File: src/rtl/compare_tracker.sv
`default_nettype none
// ============================================================================
// Module   : compare_tracker
// Brief    : Steps a 4-bit counter (comparator operand A) toward a registered
//            target (operand B) using the external comparator's flags.
//            Optional macro CMP_CHECK_EN enables the one-hot flag check and ERR.
// Revision : 1.0 - initial release
// ============================================================================
module compare_tracker #(
  parameter int         DIV      = 4,
  parameter logic [3:0] CNT_INIT = 4'd0
) (
  input  logic       clk,
  input  logic       rst,
  input  logic       load,
  input  logic [3:0] target,
  input  logic       start,
  input  logic       clear,
  input  logic       a_gt_b,
  input  logic       a_lt_b,
  input  logic       a_eq_b,
  output logic [3:0] cnt,
  output logic [3:0] tgt,
  output logic       busy,
  output logic       done,
  output logic       err,
  output logic [4:0] steps
);

  typedef enum logic [1:0] {
    IDLE  = 2'd0,
    TRACK = 2'd1,
    DONE  = 2'd2,
    ERR   = 2'd3
  } state_t;

  localparam logic [7:0] c_divLast = 8'(DIV - 1);

  state_t     r_state;
  state_t     w_nextState;
  logic [7:0] r_presc;
  logic       w_tick;
  logic       w_stepUp;
  logic       w_stepDown;

  assign w_tick = (r_state == TRACK) && (r_presc == c_divLast);

  always_ff @(posedge clk or posedge rst) begin
    if (rst) r_state <= IDLE;
    else     r_state <= w_nextState;
  end

  always_comb begin
    w_nextState = r_state;
    w_stepUp    = 1'b0;
    w_stepDown  = 1'b0;
    case (r_state)
      IDLE: begin
        if (!clear && start) w_nextState = TRACK;
      end
      TRACK: begin
        if (clear) begin
          w_nextState = IDLE;
        end else if (w_tick) begin
`ifdef CMP_CHECK_EN
          // Flags must be one-hot; a step past either end of 0..15 is also a fault.
          case ({a_gt_b, a_lt_b, a_eq_b})
            3'b001:  w_nextState = DONE;
            3'b100: begin
              if (cnt == 4'd0) w_nextState = ERR;
              else             w_stepDown  = 1'b1;
            end
            3'b010: begin
              if (cnt == 4'd15) w_nextState = ERR;
              else              w_stepUp    = 1'b1;
            end
            default: w_nextState = ERR;
          endcase
`else
          if (a_eq_b)      w_nextState = DONE;
          else if (a_gt_b) w_stepDown  = 1'b1;
          else if (a_lt_b) w_stepUp    = 1'b1;
`endif
        end
      end
      DONE: begin
        w_nextState = IDLE;
      end
      default: begin
`ifdef CMP_CHECK_EN
        if (clear) w_nextState = IDLE;
`else
        w_nextState = IDLE;
`endif
      end
    endcase
  end

  always_ff @(posedge clk or posedge rst) begin
    if (rst) begin
      cnt     <= CNT_INIT;
      tgt     <= 4'd0;
      steps   <= 5'd0;
      r_presc <= 8'd0;
    end else begin
      // Prescaler only runs while tracking, so every TRACK entry restarts at 0.
      if ((r_state == TRACK) && !clear && !w_tick) r_presc <= r_presc + 8'd1;
      else                                         r_presc <= 8'd0;

      if (load && !clear && ((r_state == IDLE) || (r_state == TRACK))) tgt <= target;

      if (w_stepUp)        cnt <= cnt + 4'd1;
      else if (w_stepDown) cnt <= cnt - 4'd1;

      if (clear || ((r_state == IDLE) && start))               steps <= 5'd0;
      else if ((w_stepUp || w_stepDown) && (steps != 5'd31)) steps <= steps + 5'd1;
    end
  end

  assign busy = (r_state == TRACK);
  assign done = (r_state == DONE);

`ifdef CMP_CHECK_EN
  assign err = (r_state == ERR);
`else
  assign err = 1'b0;
`endif

endmodule
`default_nettype wire

File: config.mk
export PLATFORM = sky130hd
export DESIGN_NAME = compare_tracker
export DESIGN_NICKNAME = d
export VERILOG_FILES = /design/src/rtl/compare_tracker.sv
export SDC_FILE = /design/constraint.sdc
export NUM_CORES = 1
export LEC_CHECK = 0
export BUFFER_PORTS_ARGS = -buffer_cell sky130_fd_sc_hd__buf_4
export CAP_MARGIN = 20
export CORE_MARGIN = 2
export CORE_UTILIZATION = 40
export CTS_CLUSTER_DIAMETER = 80
export DETAILED_ROUTE_END_ITERATION = 12
export GPL_ROUTABILITY_DRIVEN = 0
export PLACE_DENSITY_LB_ADDON = 0.3
export SYNTH_ARGS = -nofsm -noshare
export SYNTH_HDL_FRONTEND = slang
export SYNTH_SLANG_ARGS = --single-unit
File: constraint.sdc
create_clock -name clk -period 2.7 [get_ports clk]
set_clock_uncertainty 0.2 [all_clocks]
set_input_delay 0.405 -clock clk [delete_from_list [all_inputs] [get_ports clk]]
set_output_delay 0.405 -clock clk [all_outputs]
set_load 0.02 [all_outputs]
==> flow_metrics.py <==
metrics = {
    "worst_setup_path": {
        "critical_path_peak_fanout": 5,
        "critical_path.startpoint_type": "flop",
        "crit_path_required_time_ps": 2740,
        "slowest_delay_ps": 390,
        "worst_path_most_repeated_cell": "sky130_fd_sc_hd__ha_1",
        "path_cells": "ha_1, nor4b_4, and2_4, nand4b_1, ha_1, a211oi_2, nor4b_2, o211ai_1, xnor2_1",
        "worst_path_bufs_invs": 0,
        "critical_path.endpoint_type": "flop",
        "cp_data_arrival_time_ps": 2610,
        "slowest_stage": "sky130_fd_sc_hd__dfrtp_1",
        "worst-setup-path-type": "reg2reg",
        "crit_family": "simple AND/OR/NAND/NOR gates",
    },
    "logic_synthesis": {
        "synth.top_cell.area_share_pct": 47.6,
        "synthDistinctLibCells": 37,
        "netlist_instances": 103,
        "ys_dominant_reg_cell": "sky130_fd_sc_hd__dfrtp_1",
        "mappedNetlistNets": 121,
        "postSynthRegisterBits": 23,
        "synth_async_sr_flop_share_pct": 100,
        "synth.cell_area_sq_um": 1210,
        "warning_count_from_the_yosys_run": 0,
        "syn_area_cell_sq_um": 11.7,
        "synth_enable_flop_cells": 0,
        "yosys-top-cells-area": "sky130_fd_sc_hd__dfrtp_1 48%, sky130_fd_sc_hd__ha_1 5.2%, sky130_fd_sc_hd__nor4b_4 3.9%",
        "synth_most_common_cell": "sky130_fd_sc_hd__dfrtp_1",
        "synth.largest_area_cell": "sky130_fd_sc_hd__dfrtp_1",
        "synth_seq_area_share_pct": 47.6,
        "synth.cells.most_frequent": "23 x sky130_fd_sc_hd__dfrtp_1, 10 x sky130_fd_sc_hd__nor2_1, 6 x sky130_fd_sc_hd__nand3_1",
    },
    "cells_and_area": {
        "final_design_area_no_fill_sq_um": 1500,
        "area_delta_synth_final_pct": 23.9,
        "final_nets": 154,
        "antennaDiodeCount": 0,
        "layout-drive-gt1-share_pct": 34.1,
    },
    "floorplanning": {
        "io-pin-count": 28,
        "floorplan.initialDensity_pct": 43.1,
        "die_y_um": 59.0,
        "dieWidth_um": 59.0,
        "die_area_sq_um": 3480,
        "floorplan_core_area_sq_um": 2810,
        "std_cell_rows": 19,
    },
    "drt": {
        "antenna_violating_nets_post_route": 0,
        "wl_met1_um": 982,
        "detail_routed_via_count_per_cell": 5.32,
        "drt-total-wl_mm": 2.32,
        "wl_met3_um": 91,
        "route.met2.wl_mm": 1.23,
        "highest_routed_layer": "met4",
        "first_pass_iters": 4,
        "detail_route.iter0.violations": 26,
        "routedWlPerCell_um": 14.0,
        "via_count": 883,
        "drc_errors": 0,
    },
    "pwr": {
        "p_total_mw": 0.607,
        "maximum_ir_drop_on_the_vdd_rail_mv": 0.282,
        "pwr-share-seq_pct": 60.0,
        "static-leakage-power_nw": 0.698,
        "netSwitchingPower_mw": 0.151,
        "clkPwrFrac_pct": 25.4,
        "swShare_pct": 24.8,
        "p_per_area_nw_per_um2": 405,
        "share_comb_of_total_power_pct": 14.6,
        "power_report.internal_total_mw": 0.456,
    },
    "timing": {
        "final.period_utilization_pct": 95.0,
        "final.min_clock_period_ps": 2570,
        "worstMarginPinSlew_ps": 840,
        "final.setup.worst_slack_ps": 135,
        "maxSlewHeadroom_pct": 43.9,
        "final_slew_viol_count": 0,
        "achievable-frequency_ghz": 0.390,
        "finalHoldViolCount": 0,
        "number_of_setup_violations_in_the_final_report": 0,
    },
    "global_route": {
        "grt_start_max_net_pins": 24,
        "first_pass_grt_wire_length_mm": 3.90,
        "first_global_vias": 888,
        "grt_antenna_before_repair": 0,
        "grt_remaining_overflow": 0,
        "overall_global_routing_usage_pct": 15.0,
    },
    "placed_design": {
        "place_ws_ps": 46.5,
        "place_area_sq_um": 1440,
        "half_perimeter_wire_length_after_placement_mm": 1.83,
        "place.port_buffers": 26,
    },
    "clocking": {
        "cts.reportedPaths.clkPinSlew_ps": 120,
        "cts_root_buffer": "sky130_fd_sc_hd__clkbuf_4",
        "cts_made_buffers": 3,
        "h_tree_depth_reported_by_cts": 1,
        "clk_latency_ps": 310,
        "cts-root-to-sink-buffers": 2,
        "cts_hold_repair.buffers": 0,
        "clock_tree_from_tritoncts": "built",
        "clkSinkCount": 23,
    },
    "flow_run": {
        "drv.max_cap_violation_count": 0,
    },
    "min_path": {
        "min_path_type": "in2async",
    },
    "run_status": {
        "result_of_the_run": "finished, final reports clean",
    },
}
[cell usage in the layout, fill, tap and decap left out]
cell type and n:
sky130_fd_sc_hd__a211oi_2 1, sky130_fd_sc_hd__a21oi_1 1, sky130_fd_sc_hd__and2_1 1, sky130_fd_sc_hd__and2_4 1
sky130_fd_sc_hd__and2b_1 1, sky130_fd_sc_hd__and3_1 3, sky130_fd_sc_hd__and4b_1 1, sky130_fd_sc_hd__buf_4 30
sky130_fd_sc_hd__clkbuf_1 1, sky130_fd_sc_hd__clkbuf_4 3, sky130_fd_sc_hd__conb_1 1, sky130_fd_sc_hd__dfrtp_1 23
sky130_fd_sc_hd__fa_1 1, sky130_fd_sc_hd__ha_1 5, sky130_fd_sc_hd__inv_1 5, sky130_fd_sc_hd__mux2_1 2
sky130_fd_sc_hd__mux2_2 4, sky130_fd_sc_hd__nand3_1 6, sky130_fd_sc_hd__nand4_1 2, sky130_fd_sc_hd__nand4_2 1
sky130_fd_sc_hd__nand4b_1 1, sky130_fd_sc_hd__nor2_1 10, sky130_fd_sc_hd__nor2b_1 1, sky130_fd_sc_hd__nor3_1 1
sky130_fd_sc_hd__nor3_2 1, sky130_fd_sc_hd__nor3b_1 1, sky130_fd_sc_hd__nor4b_2 1, sky130_fd_sc_hd__nor4b_4 2
sky130_fd_sc_hd__o211ai_1 3, sky130_fd_sc_hd__o211ai_4 1, sky130_fd_sc_hd__o21a_1 1, sky130_fd_sc_hd__o21ai_0 4
sky130_fd_sc_hd__o21ba_2 1, sky130_fd_sc_hd__o31ai_1 2, sky130_fd_sc_hd__or2b_1 2, sky130_fd_sc_hd__or3b_1 1
sky130_fd_sc_hd__xnor2_1 5, sky130_fd_sc_hd__xor2_1 4
[power groups by stage]
stage / combinational (mW) / sequential [mW] / clock (mW)
floorplan: 0.0362 / 0.382 / 0
global placement: 0.0870 / 0.370 / 0
detailed placement: 0.0887 / 0.371 / 0
CTS: 0.0889 / 0.364 / 0.160
global route: 0.0967 / 0.366 / 0.175
finish: 0.0886 / 0.364 / 0.155
[state kept, by name (all words and copies together), names as in the netlist]
signal and count:
tgt 4, steps 5, r_presc 8, cnt 4
r_state 2
[per-layer routing]
metal,vias up,global-route usage (%)
met5,-,0
met4,0,2.27
met3,2,4.80
met2,15,26.7
met1,434,17.9
li1,432,-
[cell families after synthesis]
kind of cell | count (synthesis) | synth area share, %
fa+ha+maj | 6 | 6.83
mux | 6 | 5.58
compound gates | 14 | 9.00
other cells | 1 | 0.310
simple gates | 37 | 21.6
xor+xnor | 9 | 6.51
flops | 23 | 47.6
buf+inv | 7 | 2.59
[through the flow]
| step | hold slack [ps] | TNS [ps] | utilization [%] | std cells |
|---|---|---|---|---|
| 5_1_grt | 104 | -51.3 | 53.4 | 166 |
| 6_report | 54.9 | 0 | 53.4 | 166 |
| 3_3_place_gp | 235 | 0 | 51.3 | 159 |
| 3_5_place_dp | 253 | 0 | 51.3 | 159 |
| 4_1_cts | 84.1 | 0 | 52.2 | 163 |
| 2_1_floorplan | 207 | 0 | - | 103 |
[repair_timing]
item | CTS | global route
setup endpoints to repair | 0 | 1
hold endpoints to repair | 0 | 0
setup buffers | 0 | 3
resized for setup | 0 | 2
[worst register-to-register path, cell delays in order (launching register included)]
cell and delay, ps:
sky130_fd_sc_hd__dfrtp_1 390, sky130_fd_sc_hd__ha_1 210, sky130_fd_sc_hd__nor4b_4 230, sky130_fd_sc_hd__and2_4 220, sky130_fd_sc_hd__nand4b_1 190, sky130_fd_sc_hd__ha_1 350
sky130_fd_sc_hd__a211oi_2 290, sky130_fd_sc_hd__nor4b_2 90, sky130_fd_sc_hd__o211ai_1 200, sky130_fd_sc_hd__xnor2_1 140
[area by class of cell]
type                       count  area [sq um]
fill                         258          1310
clock buffer                   4          26.3
tap                           31          38.8
sequential                    23           576
inverter                       5          18.8
timing repair buffer          30           225
multi-input combinational     73           614
[worst paths after layout]
path                       startpoint         end  slack, ps  depth (start not counted)
max in group asynchronous         rst  r_presc[3]       1720                          2
min in group clk                clear  r_state[0]        110                          2
hold reg to reg            r_presc[0]  r_presc[0]        270                          1
hold / removal                    rst    steps[2]         50                          2
setup / recovery           r_presc[0]      cnt[3]        130                          9
setup reg to reg           r_presc[0]      cnt[3]        130                          9
No activity file was read; power rests on OpenSTA's default activity.
